### src/rtl/fft_seq_ctl.sv
// fft_seq_ctl: radix-4 FFT pipeline sequencer (IDLE/FILL/RUN/FLUSH), sync active-low reset.
// in: clk rst_n in_valid in_sop flush_req; out: in_ready adv stage_en out_valid/sop/eop sop_err busy; FFT_SEQ_FRAME_CNT_EN adds frame_cnt.
module fft_seq_ctl #(
  parameter int LOG4_N    = 4,
  parameter int STAGE_LAT = 1
) (
  input  logic              clk,
  input  logic              rst_n,
  input  logic              in_valid,
  input  logic              in_sop,
  input  logic              flush_req,
  output logic              in_ready,
  output logic              adv,
  output logic [LOG4_N-1:0] stage_en,
  output logic              out_valid,
  output logic              out_sop,
  output logic              out_eop,
  output logic              sop_err,
  output logic              busy
`ifdef FFT_SEQ_FRAME_CNT_EN
  ,
  output logic [15:0]       frame_cnt
`endif
);

  localparam int S  = LOG4_N;
  localparam int IW = 2 * S;

  // Advance count at which stage k has seen its first valid data.
  function automatic int thr(input int k);
    int t;
    t = 0;
    for (int j = 0; j < k; j++)
      t += 3 * (4 ** (S - 1 - j)) + STAGE_LAT;
    return t;
  endfunction

  localparam int             TS   = thr(S);
  localparam int             FW   = $clog2(TS + 1);
  localparam logic [FW-1:0]  TS_F = FW'(TS);
  localparam logic [IW-1:0]  LAST = '1;

  typedef enum logic [1:0] {
    IDLE,
    FILL,
    RUN,
    FLUSH
  } state_e;

  state_e        state_q, state_d;
  logic [FW-1:0] fc_q, fc_d, fc_inc;
  logic [IW-1:0] ii_q, ii_d;
  logic [IW-1:0] oi_q, oi_d;
  logic [S-1:0]  stage_en_q, stage_en_d;
  logic          sop_err_q, sop_err_d;
  logic          acc;
  logic          in_run;

  always_comb begin
    in_ready = (state_q != FLUSH);
    acc      = in_valid & in_ready;
    in_run   = (state_q == FILL) | (state_q == RUN);

    unique case (1'b1)
      (state_q == IDLE):  adv = acc & in_sop;
      (state_q == FLUSH): adv = 1'b1;
      default:            adv = acc;
    endcase

    out_valid = adv & ((state_q == RUN) | (state_q == FLUSH));
    out_sop   = out_valid & (oi_q == '0);
    out_eop   = out_valid & (oi_q == LAST);

    // fc saturates at the fill latency so it cannot wrap in RUN.
    fc_inc = (adv && fc_q != TS_F) ? fc_q + 1'b1 : fc_q;

    state_d   = state_q;
    fc_d      = fc_inc;
    ii_d      = ii_q;
    oi_d      = out_valid ? oi_q + 1'b1 : oi_q;
    sop_err_d = sop_err_q | (in_run & acc & in_sop & (ii_q != '0));

    if (in_run && acc)
      ii_d = ii_q + 1'b1;

    unique case (state_q)
      IDLE: begin
        // The starting sample is index 0, so the next one is 1.
        if (adv) begin
          state_d = FILL;
          fc_d    = '0;
          ii_d    = IW'(1);
        end
      end
      FILL: begin
        if (adv && fc_inc == TS_F)
          state_d = RUN;
      end
      RUN: begin
        if (acc && ii_q == LAST && flush_req) begin
          state_d = FLUSH;
          fc_d    = '0;
        end
      end
      FLUSH: begin
        // The cycle with fc at T_S still advances out the last sample.
        if (fc_q == TS_F) begin
          state_d = IDLE;
          fc_d    = '0;
          ii_d    = '0;
        end
      end
      default: ;
    endcase

    stage_en_d = '1;
    if (state_d == IDLE)
      stage_en_d = '0;
    else if (state_d == FILL)
      for (int k = 0; k < S; k++)
        stage_en_d[k] = int'(fc_d) >= thr(k);
  end

  always_ff @(posedge clk) begin
    if (!rst_n) begin
      state_q    <= IDLE;
      fc_q       <= '0;
      ii_q       <= '0;
      oi_q       <= '0;
      stage_en_q <= '0;
      sop_err_q  <= 1'b0;
    end else begin
      state_q    <= state_d;
      fc_q       <= fc_d;
      ii_q       <= ii_d;
      oi_q       <= oi_d;
      stage_en_q <= stage_en_d;
      sop_err_q  <= sop_err_d;
    end
  end

  assign stage_en = stage_en_q;
  assign sop_err  = sop_err_q;
  assign busy     = (state_q != IDLE);

`ifdef FFT_SEQ_FRAME_CNT_EN
  logic [15:0] frame_cnt_q, frame_cnt_d;

  assign frame_cnt_d = frame_cnt_q + {15'd0, out_eop};

  always_ff @(posedge clk) begin
    if (!rst_n)
      frame_cnt_q <= '0;
    else
      frame_cnt_q <= frame_cnt_d;
  end

  assign frame_cnt = frame_cnt_q;
`endif

endmodule

### config.mk
export PLATFORM = sky130hd
export DESIGN_NAME = fft_seq_ctl
export DESIGN_NICKNAME = d
export VERILOG_FILES = /design/src/rtl/fft_seq_ctl.sv
export SDC_FILE = /design/constraint.sdc
export NUM_CORES = 1
export LEC_CHECK = 0
export ABC_AREA = 1
export CAP_MARGIN = 20
export CORE_MARGIN = 2
export CORE_UTILIZATION = 50
export CTS_CLUSTER_SIZE = 25
export DETAILED_ROUTE_END_ITERATION = 16
export DONT_BUFFER_PORTS = 1
export SETUP_SLACK_MARGIN = 0.05
export SLEW_MARGIN = 10
export SYNTH_ARGS = -nofsm -noshare
export SYNTH_HDL_FRONTEND = slang
export SYNTH_SLANG_ARGS = --single-unit
### constraint.sdc
create_clock -name clk -period 3 [get_ports clk]
set_clock_uncertainty 0.1 [all_clocks]
set_input_delay 0.45 -clock clk [delete_from_list [all_inputs] [get_ports clk]]
set_output_delay 0.45 -clock clk [all_outputs]
set_load 0.005 [all_outputs]
==> results.toml, run 1 <==
[yosys]
syn_avg_cell_area_um2 = 6.54
postSynthCellCount = 326
synth_area_leaders = "dfxtp_1 (30%), nand2_1 (14%), inv_1 (8.3%)"
synthTopCellsByCount = "nand2_1 (79), inv_1 (47), nor2_1 (40)"
yosysTopAreaCell = "dfxtp_1"
ys_types = 33
ys_async_sr_fraction_pct = 0
syn_nets = 340
syn-cell-area_um2 = 2130
yosysMostFrequentCell = "nand2_1"
synth_ff_type = "dfxtp_1"
yosys_warnings = 0
synth-seq-area-share_pct = 30.0
synth_edf_count = 0
synth_top_area_share_pct = 30.0
synth-seq-cells = 32

[drt]
wl_per_cell_um = 12.0
vias_per_cell = 4.98
drt_iter0_markers = 137
num_vias = 1893
postRouteAntennaNets = 0
drc_errors = 0
wl_um = 4550
dr.pass1.iters = 4

[sta]
fin_crit_ns = 2.79
tightest_slew_ns = 0.572
fmax_mhz = 358
hold_ws_ns = 0.188
final-max-slew-violation-count = 0
finalCritPeriodShare_pct = 93.1
fin_tns_setup_ns = 0
hold_viol_final = 0
setup_viol = 0
rsz0062_at_grt = "false"
worst_slew_margin_rel_pct = 61.6

[global_route]
grt_max_degree = 13
first_global_vias = 1728
antenna_found_initial = 0
track_usage_pct = 19.8
grt_overflow_total = 0
grt_first_pass_wirelength_um = 7770

[die]
die_x_um = 69.3
die_y_um = 69.3
core_area_um2 = 4060
io_pins = 16
num_rows = 23
start_util_pct = 52.5
die_area_um2 = 4800

[placement]
dp_hpwl_um = 3380
gp_congestion = 0.812
io_buffers = 0

[clocking]
cts.sinks = 32
cts_made_buffers = 5
insertion_delay_ns = 0.28
cts_buffer_depth = 2
h-tree-depth = 2
root_buffer = "clkbuf_8"
post-cts-setup-buffers = 0
cts_tree = "yes"
clkTransAtPathRegs_ns = 0.06

[critical_path]
crit_chain = "ha_1 > nor2_1 > nand2_4 > nand2_8 > inv_2 > a21oi_4 > nand2_2 > nor2_2 > inv_2 > nor2_4 > nand3_2 > nor2_2"
critPathRequiredTime_ns = 2.45
r2r_start = "state_q[0]$_SDFF_PN0_"
max_stage_delay_ns = 0.36
r2r_end = "stage_en[2]$_SDFF_PP0_"
crit_fanout = 8
start_kind = "flop"
arrival_ns = 2.24
r2r_cells = 18
r2r_slack_ns = 0.54
path_class = "reg2out"
critPathBufInv = 2
crit_family = "simple AND/OR/NAND/NOR gates"
cp_slowest_cell = "dfxtp_4"
end_kind = "primary output"

[power]
p_seq_share_pct = 28.6
p_per_area_nw_per_um2 = 898
clockPowerShare_pct = 17.0
p_int_mw = 1.07
power.net_switching_mw = 1.01
pwr-share-comb_pct = 54.4
peakVddDrop_mv = 0.511
cellLeakagePower_nw = 1.02
swShare_pct = 48.5

[worst_hold_path]
min_path_type = "in2reg"
min_from = "rst_n"
whs_path_depth = 2
hold_end = "oi_q[2]$_SDFFE_PN0P_"

[cells_and_area]
fin_util_pct = 57.0
antenna_cells = 0
synthToLayoutAreaGrowth_pct = 8.45
layout.nets = 344
fillers = 413
drive_gt1_share_pct = 17.3

[run]
cap_violations = 0

[run_status]
status = "finished clean"
## timing repair
action                                  4_1_cts  5_1_grt
gates resized for setup                       2       14
cloned                                        1        0
pin swaps                                     1        3
endpoints found under the setup margin        1        1
hold buffers                                  0        0
## routing by layer
layer	routed length [um]	track usage, %	vias up
met3	135	4.22	5
li1	-	-	1033
met5	0	0	-
met2	2010	31.0	22
met4	46	5.88	0
met1	2350	27.3	833
## worst reg2reg max path, delay by kind of cell (launching register included)
kind | cells | cell delay (ns)
simple gates | 12 | 1.13
flops | 1 | 0.37
fa+ha+maj | 1 | 0.30
compound gates | 1 | 0.12
buf+inv | 4 | 0.34
## cells in the final DEF, fill, tap and decap left out, drive strengths merged
master	instances
o21ai	17
dfxtp	32
clkinv	1
a211oi	2
ha	9
nor3b	2
xnor2	1
xor2	5
o21a	2
inv	57
clkbuf	7
nor4	1
a21oi	19
nand2	90
nor2	49
o211ai	2
nand4	5
nor3	5
a31oi	1
nand3	23
## through the flow
step	cells	total power, mW	worst slack, ns	cell area (um2)
after floorplan	326	1.48	0.465	2130
final	380	2.08	0.207	2310
after global routing	380	2.26	0.0314	2310
after detailed placement	372	1.67	0.277	2160
after global placement	372	1.68	0.316	2160
after CTS	380	2.05	0.0688	2270
## registers in the layout, indices dropped and copies added (netlist names)
name	flops
stage_en	4
oi_q	8
ii_q	8
sop_err	1
state_q	2
fc_q	9
## power groups by stage
stage          sequential (mW)  combinational, mW  clock (mW)
6_report                 0.594               1.13       0.352
5_1_grt                  0.607               1.27       0.386
4_1_cts                  0.589               1.10       0.367
3_5_place_dp             0.596               1.08           0
3_3_place_gp             0.599               1.08           0
2_1_floorplan            0.570              0.910           0
## cell type report
type | instances | area (um2) | share of cell area [%]
multi-input cells | 233 | 1280 | 55.4
flip-flops and latches | 32 | 646 | 27.9
inverters | 58 | 228 | 9.85
clock buffers | 7 | 96.3 | 4.17
well taps | 50 | 62.6 | 2.71
## logic make-up after synthesis
| group | after synthesis | synth area share (%) |
|---|---|---|
| adders and majority gates | 9 | 5.28 |
| AOI/OAI and AO/OA | 43 | 11.7 |
| DFF | 32 | 30.0 |
| and+or+nand+nor | 174 | 38.3 |
| xor gates and xnor gates | 6 | 2.46 |
| buffers and inverters | 62 | 12.1 |
## worst max-delay path by stage
stage | from | endpoint | depth (start not counted)
6_report | state_q[0]$_SDFF_PN0_ | out_eop | 12
2_1_floorplan | state_q[0]$_SDFF_PN0_ | out_eop | 14
4_1_cts | state_q[0]$_SDFF_PN0_ | out_eop | 13
3_5_place_dp | state_q[0]$_SDFF_PN0_ | out_eop | 13
3_3_place_gp | state_q[0]$_SDFF_PN0_ | out_eop | 13
5_1_grt | state_q[0]$_SDFF_PN0_ | out_eop | 14
No activity file was read; power rests on OpenSTA's default activity.
==> run 2: changes to the inputs <==
- DONT_BUFFER_PORTS: 1 -> not set
- PLACE_DENSITY: not set -> 0.7
==> run 2 against run 1 <==
Against the previous run: wire length down 0.57%; final area grew 7.1%; critical path depth unchanged; via count is 4.7% higher; setup slack gained 0.022 ns; global-route usage about the same; power up 6.6%; count of clock-buffer cells in the layout decreased by 2; cell count is 5.3% higher; highest routed layer unchanged.
==> results.toml, run 2 (synthesis results as in run 1) <==
[critical_path]
startpoint = "state_q[0]$_SDFF_PN0_"
max_stage_delay_ns = 0.52
crit_chain = "inv_1 > ha_2 > inv_2 > nand2_1 > nand2_2 > nand2_4 > inv_2 > a21oi_4 > buf_4 > inv_1 > nor3_2 > clkdlybuf4s50_1"
r2r_slack_ns = 0.49
start_kind = "flop"
end_kind = "primary output"
critPathRequiredTime_ns = 2.45
r2r_start = "state_q[0]$_SDFF_PN0_"
path_class = "reg2out"
r2r_cells = 19
r2r_end = "stage_en[2]$_SDFF_PP0_"
arrival_ns = 2.22
cp_slowest_cell = "clkdlybuf4s50_1"
crit_fanout = 6
crit_end = "out_sop"

[drt]
drt_iter0_markers = 115
wl_um = 4520
num_vias = 1982
wl_per_cell_um = 11.3
vias_per_cell = 4.96
dr.pass1.iters = 5
postRouteAntennaNets = 0
drc_errors = 0

[placement]
io_buffers = 15
gp_congestion = 0.840
dp_hpwl_um = 3420
pre_cts_ws_ns = 0.0258

[clocking]
insertion_delay_ns = 0.28
root_buffer = "clkbuf_8"
h-tree-depth = 2
cts_tree = "yes"
cts.sinks = 32
cts_hold_buf = 0
cts_made_buffers = 5
cts_buffer_depth = 2
clkTransAtPathRegs_ns = 0.07

[sta]
tightest_slew_ns = 0.558
hold_viol_final = 0
setup_slack_ns = 0.230
rsz0062_at_grt = "false"
final-max-slew-violation-count = 0
fin_tns_setup_ns = 0
fmax_mhz = 361
worst_slew_margin_rel_pct = 62.5
setup_viol = 0
finalCritPeriodShare_pct = 92.3
fin_crit_ns = 2.77

[global_route]
grt_use_met3_pct = 4.07
track_usage_pct = 19.7
grt_first_pass_wirelength_um = 8070
grt_overflow_total = 0
antenna_found_initial = 0
first_global_vias = 1876
use_met2_pct = 33.2
grt-busiest-layer = "met2"
grt_use_met1_pct = 26.5
grt_max_degree = 13

[power]
p_int_mw = 1.20
peakVddDrop_mv = 0.583
pwr-share-comb_pct = 54.8
swShare_pct = 45.6
power.net_switching_mw = 1.01
clockPowerShare_pct = 18.5
p_per_area_nw_per_um2 = 894
cellLeakagePower_nw = 1.10
p_seq_share_pct = 26.7

[cells_and_area]
top_register = "fc_q"
drive_gt1_share_pct = 16.6
antenna_cells = 0
largest_register_ffs = 9
final_cell_mix = "nand2_1 (79), inv_1 (45), nor2_1 (39)"
multi_input_area_um2 = 1240
largest_registers = "fc_q (9), ii_q (8), oi_q (8)"
fin_util_pct = 61.0
layout.nets = 363
synthToLayoutAreaGrowth_pct = 16.1
seq_area_um2 = 646
fillers = 394
final_common_cell = "nand2_1"

[die]
die_y_um = 69.3
start_util_pct = 52.5
io_pins = 16
die_area_um2 = 4800
num_rows = 23
die_x_um = 69.3
core_area_um2 = 4060

[run]
cap_violations = 0

[worst_hold_path]
min_path_type = "reg2reg"

[run_status]
status = "finished clean"
==> run 2: cell count changes in the layout (fill, tap and decap cells not counted), moves of 2 or more <==
cell,delta
buf_4,+5
nand2_1,+2
clkdlybuf4s50_1,+14
nor2_1,+2
clkbuf_8,-2
==> run 2: power groups by stage <==
stage	Sequential [mW]	Clock, mW	Combinational (mW)
floorplan	0.570	0	0.910
global placement	0.592	0	1.17
detailed placement	0.593	0	1.17
CTS	0.589	0.418	1.22
global route	0.603	0.435	1.39
finish	0.590	0.409	1.21
==> run 2: cell type report <==
cell class / count / share of cell area [%]
Multi-Input combinational cell: 232 / 50.2
Sequential cell: 32 / 26.1
Inverter: 58 / 9.20
Timing Repair Buffer: 20 / 7.53
Clock buffer: 5 / 2.78
Tap cell: 50 / 2.53
Clock inverter: 3 / 1.72
==> run 2: per-stage QoR <==
stage / total power, mW / instance area, um2 / hold slack (ns) / instances
floorplan: 1.48 / 2130 / 0.354 / 326
global placement: 1.76 / 2340 / 0.377 / 391
detailed placement: 1.77 / 2340 / 0.382 / 391
CTS: 2.22 / 2470 / 0.393 / 400
global route: 2.43 / 2480 / 0.419 / 400
finish: 2.21 / 2480 / 0.389 / 400
==> run 2: worst max-delay path, delay by kind of cell, from the launching register on <==
family          cells  cell delay (ns)
flops               1             0.37
fa+ha+maj           1             0.31
compound gates      1             0.10
buf+inv             6             0.87
simple gates        4             0.29
==> run 2: per-layer routing <==
metal	vias up	routed length (um)
met1	866	2250
met2	41	2030
met4	0	20
li1	1073	-
met3	2	223
met5	-	0
==> run 2: repair_timing <==
| item | 4_1_cts | 5_1_grt |
|---|---|---|
| hold endpoints to repair | 0 | 0 |
| setup endpoints to repair | 2 | 1 |
| gates resized for setup | 8 | 1 |
| buffers inserted | 1 | 0 |
==> run 2: worst min path at each step <==
stage	slack (ns)	startpoint	cells past startpoint	endpoint
3_5_place_dp	0.38	sop_err$_SDFF_PN0_	2	sop_err$_SDFF_PN0_
4_1_cts	0.39	oi_q[6]$_SDFFE_PN0P_	2	oi_q[6]$_SDFFE_PN0P_
3_3_place_gp	0.38	oi_q[0]$_SDFFE_PN0P_	1	oi_q[0]$_SDFFE_PN0P_
5_1_grt	0.42	oi_q[6]$_SDFFE_PN0P_	2	oi_q[6]$_SDFFE_PN0P_
2_1_floorplan	0.35	oi_q[6]$_SDFFE_PN0P_	2	oi_q[6]$_SDFFE_PN0P_
6_report	0.39	oi_q[6]$_SDFFE_PN0P_	2	oi_q[6]$_SDFFE_PN0P_
